`src/rtl/control_unit_if.sv`:
```
// rtl/control_unit_if.sv - control unit <-> datapath signal bundle
interface control_unit_if;
    logic [5:0] Operation;
    logic [5:0] Funct;
    logic       ALU_zero;
    logic       pc_reset;
    logic       pc_load;
    logic       instReg_reset;
    logic       instReg_load;
    logic       a_reset;
    logic       a_load;
    logic       b_reset;
    logic       b_load;
    logic       ALUout_reset;
    logic       ALUout_load;
    logic       mdr_load;
    logic       mem_write;
    logic       iord;
    logic       ALU_srcA;
    logic [1:0] ALU_srcB;
    logic [2:0] ALU_select;
    logic [1:0] pc_source;
    logic       reg_write;
    logic       reg_dst;
    logic       mem_to_reg;
    logic       error;

    // controller side: reads instruction fields, drives every control line
    modport master (
        input  Operation, Funct, ALU_zero,
        output pc_reset, pc_load, instReg_reset, instReg_load,
               a_reset, a_load, b_reset, b_load, ALUout_reset, ALUout_load,
               mdr_load, mem_write, iord, ALU_srcA, ALU_srcB, ALU_select,
               pc_source, reg_write, reg_dst, mem_to_reg, error
    );

    // datapath side
    modport slave (
        output Operation, Funct, ALU_zero,
        input  pc_reset, pc_load, instReg_reset, instReg_load,
               a_reset, a_load, b_reset, b_load, ALUout_reset, ALUout_load,
               mdr_load, mem_write, iord, ALU_srcA, ALU_srcB, ALU_select,
               pc_source, reg_write, reg_dst, mem_to_reg, error
    );
endinterface

```
`src/rtl/control_unit.sv`:
```
// rtl/control_unit.sv - multicycle Moore FSM for the MIPS-subset datapath
module control_unit (
    input  logic          Clk,
    input  logic          reset,
    control_unit_if.master bus
);

    // The lw/sw and beq/bne split is carried in the state itself so that
    // Operation only needs to be looked at while decoding.
    typedef enum logic [4:0] {
        S_RESET, S_FETCH, S_FETCH_WAIT, S_DECODE,
        S_R_EXEC, S_R_WB, S_ADDI_EXEC, S_ADDI_WB,
        S_ADDR_LW, S_ADDR_SW, S_LW_READ, S_LW_WAIT, S_LW_WB, S_SW_WRITE,
        S_BEQ, S_BNE, S_JUMP, S_HALT
    } state_t;

    localparam logic [2:0] ALU_ADD = 3'b001;
    localparam logic [2:0] ALU_SUB = 3'b010;
    localparam logic [2:0] ALU_AND = 3'b011;
    localparam logic [2:0] ALU_XOR = 3'b110;

    state_t state;
    state_t next_state;
    logic [2:0] r_alu_sel;

    // R-type function field to ALU operation; 000 marks an unsupported funct
    always_comb begin
        case (bus.Funct)
            6'h20:   r_alu_sel = ALU_ADD;
            6'h22:   r_alu_sel = ALU_SUB;
            6'h24:   r_alu_sel = ALU_AND;
            6'h26:   r_alu_sel = ALU_XOR;
            default: r_alu_sel = 3'b000;
        endcase
    end

    // state register; reset wins from any state
    always_ff @(posedge Clk) begin
        if (reset) state <= S_RESET;
        else       state <= next_state;
    end

    // next-state decode
    always_comb begin
        next_state = S_HALT;
        case (state)
            S_RESET:      next_state = S_FETCH;
            S_FETCH:      next_state = S_FETCH_WAIT;
            S_FETCH_WAIT: next_state = S_DECODE;
            S_DECODE: begin
                case (bus.Operation)
                    6'h00:   next_state = S_R_EXEC;
                    6'h08:   next_state = S_ADDI_EXEC;
                    6'h23:   next_state = S_ADDR_LW;
                    6'h2B:   next_state = S_ADDR_SW;
                    6'h04:   next_state = S_BEQ;
                    6'h05:   next_state = S_BNE;
                    6'h02:   next_state = S_JUMP;
                    default: next_state = S_HALT;
                endcase
            end
            S_R_EXEC:     next_state = (r_alu_sel == 3'b000) ? S_HALT : S_R_WB;
            S_R_WB:       next_state = S_FETCH;
            S_ADDI_EXEC:  next_state = S_ADDI_WB;
            S_ADDI_WB:    next_state = S_FETCH;
            S_ADDR_LW:    next_state = S_LW_READ;
            S_ADDR_SW:    next_state = S_SW_WRITE;
            S_LW_READ:    next_state = S_LW_WAIT;
            S_LW_WAIT:    next_state = S_LW_WB;
            S_LW_WB:      next_state = S_FETCH;
            S_SW_WRITE:   next_state = S_FETCH;
            S_BEQ:        next_state = S_FETCH;
            S_BNE:        next_state = S_FETCH;
            S_JUMP:       next_state = S_FETCH;
            S_HALT:       next_state = S_HALT;
            default:      next_state = S_HALT;
        endcase
    end

    // control outputs from the current state (branch pc_load also uses ALU_zero)
    always_comb begin
        bus.pc_reset      = 1'b0;
        bus.pc_load       = 1'b0;
        bus.instReg_reset = 1'b0;
        bus.instReg_load  = 1'b0;
        bus.a_reset       = 1'b0;
        bus.a_load        = 1'b0;
        bus.b_reset       = 1'b0;
        bus.b_load        = 1'b0;
        bus.ALUout_reset  = 1'b0;
        bus.ALUout_load   = 1'b0;
        bus.mdr_load      = 1'b0;
        bus.mem_write     = 1'b0;
        bus.iord          = 1'b0;
        bus.ALU_srcA      = 1'b0;
        bus.ALU_srcB      = 2'b00;
        bus.ALU_select    = 3'b000;
        bus.pc_source     = 2'b00;
        bus.reg_write     = 1'b0;
        bus.reg_dst       = 1'b0;
        bus.mem_to_reg    = 1'b0;
        bus.error         = 1'b0;
        case (state)
            S_RESET: begin
                bus.pc_reset      = 1'b1;
                bus.instReg_reset = 1'b1;
                bus.a_reset       = 1'b1;
                bus.b_reset       = 1'b1;
                bus.ALUout_reset  = 1'b1;
            end
            S_FETCH_WAIT: begin
                bus.instReg_load = 1'b1;
                bus.ALU_srcB     = 2'b01;
                bus.ALU_select   = ALU_ADD;
                bus.pc_load      = 1'b1;
            end
            S_DECODE: begin
                bus.a_load      = 1'b1;
                bus.b_load      = 1'b1;
                bus.ALUout_load = 1'b1;
                bus.ALU_srcB    = 2'b11;
                bus.ALU_select  = ALU_ADD;
            end
            S_R_EXEC: begin
                bus.ALU_srcA    = 1'b1;
                bus.ALUout_load = 1'b1;
                bus.ALU_select  = r_alu_sel;
            end
            S_R_WB: begin
                bus.reg_write = 1'b1;
                bus.reg_dst   = 1'b1;
            end
            S_ADDI_EXEC, S_ADDR_LW, S_ADDR_SW: begin
                bus.ALU_srcA    = 1'b1;
                bus.ALU_srcB    = 2'b10;
                bus.ALU_select  = ALU_ADD;
                bus.ALUout_load = 1'b1;
            end
            S_ADDI_WB: bus.reg_write = 1'b1;
            S_LW_READ: bus.iord = 1'b1;
            S_LW_WAIT: begin
                bus.iord     = 1'b1;
                bus.mdr_load = 1'b1;
            end
            S_LW_WB: begin
                bus.reg_write  = 1'b1;
                bus.mem_to_reg = 1'b1;
            end
            S_SW_WRITE: begin
                bus.iord      = 1'b1;
                bus.mem_write = 1'b1;
            end
            S_BEQ, S_BNE: begin
                bus.ALU_srcA   = 1'b1;
                bus.ALU_select = ALU_SUB;
                bus.pc_source  = 2'b01;
                bus.pc_load    = (state == S_BEQ) ? bus.ALU_zero : ~bus.ALU_zero;
            end
            S_JUMP: begin
                bus.pc_source = 2'b10;
                bus.pc_load   = 1'b1;
            end
            S_HALT: bus.error = 1'b1;
            default: ;
        endcase
    end

endmodule

```
`src/flat_wrapper.sv`:
```
// flat-port wrapper written by rule: the top's interface ports become plain ports
module control_unit_flat 
  (Clk, reset, bus_Operation, bus_Funct, bus_ALU_zero, bus_pc_reset, bus_pc_load, bus_instReg_reset, bus_instReg_load, bus_a_reset, bus_a_load, bus_b_reset, bus_b_load, bus_ALUout_reset, bus_ALUout_load, bus_mdr_load, bus_mem_write, bus_iord, bus_ALU_srcA, bus_ALU_srcB, bus_ALU_select, bus_pc_source, bus_reg_write, bus_reg_dst, bus_mem_to_reg, bus_error);
  control_unit_if bus_i ();
  input  logic Clk;
  input  logic reset;
  input wire logic [$bits(bus_i.Operation)-1:0] bus_Operation;
  input wire logic [$bits(bus_i.Funct)-1:0] bus_Funct;
  input wire logic [$bits(bus_i.ALU_zero)-1:0] bus_ALU_zero;
  output wire logic [$bits(bus_i.pc_reset)-1:0] bus_pc_reset;
  output wire logic [$bits(bus_i.pc_load)-1:0] bus_pc_load;
  output wire logic [$bits(bus_i.instReg_reset)-1:0] bus_instReg_reset;
  output wire logic [$bits(bus_i.instReg_load)-1:0] bus_instReg_load;
  output wire logic [$bits(bus_i.a_reset)-1:0] bus_a_reset;
  output wire logic [$bits(bus_i.a_load)-1:0] bus_a_load;
  output wire logic [$bits(bus_i.b_reset)-1:0] bus_b_reset;
  output wire logic [$bits(bus_i.b_load)-1:0] bus_b_load;
  output wire logic [$bits(bus_i.ALUout_reset)-1:0] bus_ALUout_reset;
  output wire logic [$bits(bus_i.ALUout_load)-1:0] bus_ALUout_load;
  output wire logic [$bits(bus_i.mdr_load)-1:0] bus_mdr_load;
  output wire logic [$bits(bus_i.mem_write)-1:0] bus_mem_write;
  output wire logic [$bits(bus_i.iord)-1:0] bus_iord;
  output wire logic [$bits(bus_i.ALU_srcA)-1:0] bus_ALU_srcA;
  output wire logic [$bits(bus_i.ALU_srcB)-1:0] bus_ALU_srcB;
  output wire logic [$bits(bus_i.ALU_select)-1:0] bus_ALU_select;
  output wire logic [$bits(bus_i.pc_source)-1:0] bus_pc_source;
  output wire logic [$bits(bus_i.reg_write)-1:0] bus_reg_write;
  output wire logic [$bits(bus_i.reg_dst)-1:0] bus_reg_dst;
  output wire logic [$bits(bus_i.mem_to_reg)-1:0] bus_mem_to_reg;
  output wire logic [$bits(bus_i.error)-1:0] bus_error;
  assign bus_i.Operation = bus_Operation;
  assign bus_i.Funct = bus_Funct;
  assign bus_i.ALU_zero = bus_ALU_zero;
  assign bus_pc_reset = bus_i.pc_reset;
  assign bus_pc_load = bus_i.pc_load;
  assign bus_instReg_reset = bus_i.instReg_reset;
  assign bus_instReg_load = bus_i.instReg_load;
  assign bus_a_reset = bus_i.a_reset;
  assign bus_a_load = bus_i.a_load;
  assign bus_b_reset = bus_i.b_reset;
  assign bus_b_load = bus_i.b_load;
  assign bus_ALUout_reset = bus_i.ALUout_reset;
  assign bus_ALUout_load = bus_i.ALUout_load;
  assign bus_mdr_load = bus_i.mdr_load;
  assign bus_mem_write = bus_i.mem_write;
  assign bus_iord = bus_i.iord;
  assign bus_ALU_srcA = bus_i.ALU_srcA;
  assign bus_ALU_srcB = bus_i.ALU_srcB;
  assign bus_ALU_select = bus_i.ALU_select;
  assign bus_pc_source = bus_i.pc_source;
  assign bus_reg_write = bus_i.reg_write;
  assign bus_reg_dst = bus_i.reg_dst;
  assign bus_mem_to_reg = bus_i.mem_to_reg;
  assign bus_error = bus_i.error;
  control_unit u_core (.Clk(Clk), .reset(reset), .bus(bus_i));
endmodule
```
`config.mk`:
```
export PLATFORM = sky130hd
export DESIGN_NAME = control_unit_flat
export DESIGN_NICKNAME = d
export VERILOG_FILES = /design/src/rtl/control_unit_if.sv /design/src/rtl/control_unit.sv /design/src/flat_wrapper.sv
export SDC_FILE = /design/constraint.sdc
export NUM_CORES = 1
export LEC_CHECK = 0
export BUFFER_PORTS_ARGS = -buffer_cell sky130_fd_sc_hd__clkbuf_2
export CORE_UTILIZATION = 39
export CTS_BUF_LIST = sky130_fd_sc_hd__clkbuf_8 sky130_fd_sc_hd__clkbuf_16
export CTS_CLUSTER_DIAMETER = 80
export DETAILED_ROUTE_END_ITERATION = 8
export GPL_ROUTABILITY_DRIVEN = 0
export PLACE_DENSITY = 0.72
export SETUP_SLACK_MARGIN = 0.3
export SLEW_MARGIN = 40
export SYNTH_ARGS = -nofsm -noshare
export SYNTH_HDL_FRONTEND = slang
export SYNTH_SLANG_ARGS = --single-unit
export TNS_END_PERCENT = 20
```
`constraint.sdc`:
```
create_clock -name Clk -period 1.4 [get_ports Clk]
set_input_delay 0.28 -clock Clk [delete_from_list [all_inputs] [get_ports Clk]]
set_output_delay 0.28 -clock Clk [all_outputs]
set_load 0.03 [all_outputs]
```
---- Word level (Yosys, flattened, before mapping) ----
Cells that the tools add are included.
storage, ports and cells
  output and inout port bits .............. 25
  bits in registers ....................... 5
  input bits .............................. 15
  word-level logic and storage cells ...... 62
operators by class
  reduce and logical (&&, ||, !) cells .... 12
  muxes and demuxes ....................... 21
  bitwise operators ....................... 1
  equal/unequal tests ..................... 27
operators by type and width
  operator                                                                number
  5-bit one-hot mux with 10 select lines                                  1
  5-bit by 4-bit equality test with 1-bit output (second input constant)  8
  6-bit equality test (second input constant)                             6
  5-bit one-hot mux with 7 select lines                                   1
  5-bit by 3-bit equality test with 1-bit output (second input constant)  4
  1-bit two-way mux                                                       13
  6-bit by 3-bit equality test with 1-bit output (second input constant)  2
  3-bit one-hot mux with 4 select lines                                   1
  5-bit by 2-bit equality test with 1-bit output (second input constant)  2
  5-bit equality test (second input constant)                             2
  5-bit OR reduction                                                      2
  3-bit one-hot mux with 3 select lines                                   1
  3-bit OR reduction                                                      3
  8-bit OR reduction                                                      1
  6-bit by 2-bit equality test with 1-bit output (second input constant)  1
  6-bit by 4-bit equality test with 1-bit output (second input constant)  1
  6-bit logical NOT                                                       1
  2-bit one-hot mux with 3 select lines                                   1
  6-bit OR reduction                                                      1
  5-bit by 1-bit equality test with 1-bit output (second input constant)  1
  5-bit logical NOT                                                       1
  5-bit two-way mux                                                       1
  2-bit one-hot mux with 2 select lines                                   1
  2-bit OR reduction                                                      2
  3 further kinds                                                         3

---- Longest topological paths before layout ----
  word-level depth ........................ 5
  depth in mapped cells ................... 6
  depth with buffers taken out ............ 4

---- Least setup slack after synthesis ----
No wires, ideal clock.
  path kind ............................... register -> output
  from .................................... register u_core.state[3]
  to ...................................... output port bus_mem_to_reg
  required time ........................... 1.120 ns
  path slack .............................. -0.626 ns
  stages on the path, launching flop included .. 4
  arrival time ............................ 1.746 ns
  cell sequence ........................... dfxtp_1 -> clkbuf_1 -> nand2_1 -> nor4_1
between the ends
  cells in the longest elaborated chain, start to end .. 2
RTL lines
  element                                         RTL line             text
  start: declaration                              control_unit.sv:22   state_t state;
  start signal: assignment                        control_unit.sv:40   else state <= next_state;
  5-bit by 4-bit equality test with 1-bit output  control_unit.sv:103  case (state)
  1-bit two-way mux                               control_unit.sv:103
  end: declaration                                flat_wrapper.sv:29   output wire logic [$bits(bus_i.mem_to_reg)-1:0] bus_mem_to_reg;
No other way between the ends.

---- Final worst setup path ----
  from .................................... register u_core.state[2]
  to ...................................... output port bus_a_load
between the ends
  cells in the longest elaborated chain, start to end .. 2
RTL lines
  element                                         RTL line             text
  5-bit by 2-bit equality test with 1-bit output  control_unit.sv:103
  1-bit two-way mux                               control_unit.sv:103
  end: declaration                                flat_wrapper.sv:15   output wire logic [$bits(bus_i.a_load)-1:0] bus_a_load;
No other way between the ends.

==> results.json <==
{
  "status": "finished, violations left",
  "violations": "negative setup slack",
  "drive_gt1_frac": 0.661,
  "num_io_pins": 40,
  "routed_via_density": 5.74,
  "min_from": "reset",
  "worst_ep_required_time_ps": 1120,
  "clock.fmax_mhz": 572,
  "fin_cells": 195,
  "dieWidth_um": 44.3,
  "period_minus_slack_ps": 1750,
  "rsz0062_at_grt": "true",
  "yosys.area_share.simple": 0.475,
  "largest_reg_flops": 5,
  "num_vias": 1119,
  "worst_pin_slew_ps": 488,
  "synth-compound-area-share": 0.213,
  "critPathMaxFanout": 8,
  "syn_to_final_growth_pct": 117,
  "min_to": "u_core.state[0]",
  "cts_buffers": 3,
  "synth_seq_cells": 5,
  "synth_edf_count": 0,
  "port_buffers": 39,
  "final_nets": 187,
  "finClkSkew_ps": 4.73,
  "antenna_left": 0,
  "r2r_setup_slack_ps": -330,
  "synthTopCellsByArea": "dfxtp_1 14%, nor2_1 9.1%, a21oi_1 7.2%",
  "r2r_start": "u_core.state[2]",
  "grt_pass1_wl_um": 4290,
  "hold_path_depth": 2,
  "path_clk_slew_ps": 40,
  "cts_tree": "done",
  "fp.dieH_um": 44.3,
  "maxSlewHeadroom": 0.671,
  "dieArea_mm2": 0.00196,
  "dr.pass1.iters": 4,
  "synth-main-ff-cell": "dfxtp_1",
  "final-hold-violation-count": 0,
  "wirelength_um": 3880,
  "dp_hpwl_um": 1780,
  "syn_area_per_cell_um2": 6.52,
  "placed_cells": 187,
  "cp_data_arrival_time_ps": 1470,
  "synth-xor-area-share": 0.0251,
  "regMostFlops": "u_core.state",
  "final_core_util": 0.951,
  "synth.yosys.warnings": 0,
  "synthCells": 107,
  "synthMuxAreaShare": 0.0287,
  "cts_hold_buf": 0,
  "clkSinkCount": 5,
  "maxSlewViolCount": 0,
  "synth.top_cell.area_share": 0.143,
  "grt_max_degree": 9,
  "core_area_mm2": 0.00159,
  "wire_per_inst_um": 19.9,
  "fin_crit_sh": 1.25,
  "h-tree-depth": 1,
  "drc_errors": 0,
  "start_kind": "register",
  "fin_ws_ps": -349,
  "whs_ps": 268,
  "grt.total_usage": 0.292,
  "synth_nets": 122,
  "row_count": 14,
  "cp-end-kind": "output pin",
  "syn-cell-area_um2": 698,
  "yosys.cell_count.top_type": "nor2_1",
  "p_per_area_mw_per_mm2": 817,
  "top_regs": "u_core.state: 5 flops",
  "clock_tree.root_cell": "clkbuf_8",
  "pre_cts_slack_ps": -202,
  "clk_latency_ps": 240,
  "hold_path_class": "input port to register",
  "yosysTopAreaCell": "dfxtp_1",
  "start_util": 0.438,
  "synth_top_family_by_area": "simple AND/OR/NAND/NOR gates",
  "timing.rr.end": "u_core.state[0]",
  "vdd_drop_max_uv": 782,
  "initialDrtViolationCount": 52,
  "max-cap-violations": 0,
  "nFillCells": 43,
  "synthAdderAreaFrac": 0.0143,
  "antenna_found_initial": 0,
  "synth_commonest_cells": "17 x nor2_1, 10 x a21oi_1, 7 x nand2_1, 6 x nand2b_1",
  "setup_violations": 30,
  "async_flop_share": 0,
  "cts_buffer_depth": 2,
  "p_leak_nw": 0.661,
  "path_class": "register to output pin",
  "diodes": 0,
  "rr_worst_depth": 6,
  "grt_pass1_vias": 976,
  "grt-ovfl-total": 0,
  "ys_seq_area_frac": 0.143,
  "ys_types": 33
}
-- cell usage in the layout (no fill, tap or decap), types with 2 or more instances in the layout --
cell / Yosys / final
a21oi_1: 10 / 9
buf_4: 5 / 36
buf_6: 0 / 9
clkbuf_2: 0 / 14
clkbuf_4: 0 / 2
clkbuf_8: 0 / 12
dfxtp_4: 0 / 4
mux2i_1: 2 / 2
nand2_1: 7 / 6
nand2_2: 1 / 2
nand2b_1: 6 / 4
nor2_1: 17 / 9
nor2_2: 0 / 5
nor2_4: 0 / 3
nor2b_1: 5 / 2
nor2b_2: 0 / 2
nor3_1: 5 / 2
nor3_2: 0 / 2
nor3b_2: 0 / 2
nor4_1: 4 / 2
nor4b_4: 1 / 2
o21a_1: 4 / 4
o21ai_0: 4 / 4
o22ai_1: 2 / 2
xor2_1: 2 / 2
-- stage by stage --
| step | area, um^2 | power (mW) | setup TNS [ps] |
|---|---|---|---|
| 2_1_floorplan | 807 | 0.625 | -2990 |
| 3_3_place_gp | 1150 | 0.766 | -1940 |
| 3_5_place_dp | 1150 | 0.778 | -2620 |
| 4_1_cts | 1420 | 1.13 | -5990 |
| 5_1_grt | 1520 | 1.27 | -8390 |
| 6_report | 1520 | 1.24 | -7380 |
-- worst max path at each step --
stage | cells after the start | to | start | slack [ps]
after floorplan | 4 | bus_b_load | u_core.state[3] | -280
after global placement | 5 | bus_ALU_select[0] | bus_Funct[0] | -170
after detailed placement | 5 | bus_ALU_select[0] | bus_Funct[3] | -200
after CTS | 5 | bus_b_load | u_core.state[2] | -280
after global routing | 5 | bus_ALU_srcA | u_core.state[2] | -400
final | 5 | bus_a_load | u_core.state[2] | -350
-- kinds of logic (layout without fill, tap and decap cells) --
kind of cell / count (synthesis) / in the layout
simple gates: 59 / 59
compound gates: 25 / 25
buf+inv: 13 / 77
flops: 5 / 5
xor+xnor: 2 / 2
mux: 2 / 2
fa+ha+maj: 1 / 1
-- power by group --
| part | switching, mW | total (mW) | internal, mW |
|---|---|---|---|
| Clock | 0.0906 | 0.280 | 0.190 |
| Combinational | 0.426 | 0.771 | 0.345 |
| Sequential | 0.0318 | 0.187 | 0.156 |
-- repair_timing --
action | in CTS | in global routing
pin swaps | 8 | 7
buffers inserted | 3 | 1
gates resized for setup | 55 | 33
cloned | 0 | 0
setup endpoints to repair | 30 | 30
-- critical path, stage by stage (launching register included) --
cell and delay [ps]:
dfxtp_4 370, buf_6 130, nor4b_4 310, nand2_2 130
clkinvlp_4 120, clkbuf_8 160
-- per-layer routing --
layer / up-vias / share of wire / global-route usage
met4: 0 / 0.044 / 0.115
met3: 18 / 0.086 / 0.0204
met1: 510 / 0.36 / 0.333
met5: - / 0 / 0
met2: 88 / 0.51 / 0.553
li1: 503 / - / -
-- layout make-up --
cell class,count,area (um^2),share of cell area
multi-input combinational,89,702,0.463
timing repair buffer,72,616,0.406
sequential,5,115,0.0760
clock buffer,3,41.3,0.0273
tap,24,30.0,0.0198
inverter,1,7.51,0.00495
clock inverter,1,3.75,0.00248
Power figures use the tool's default switching activity.
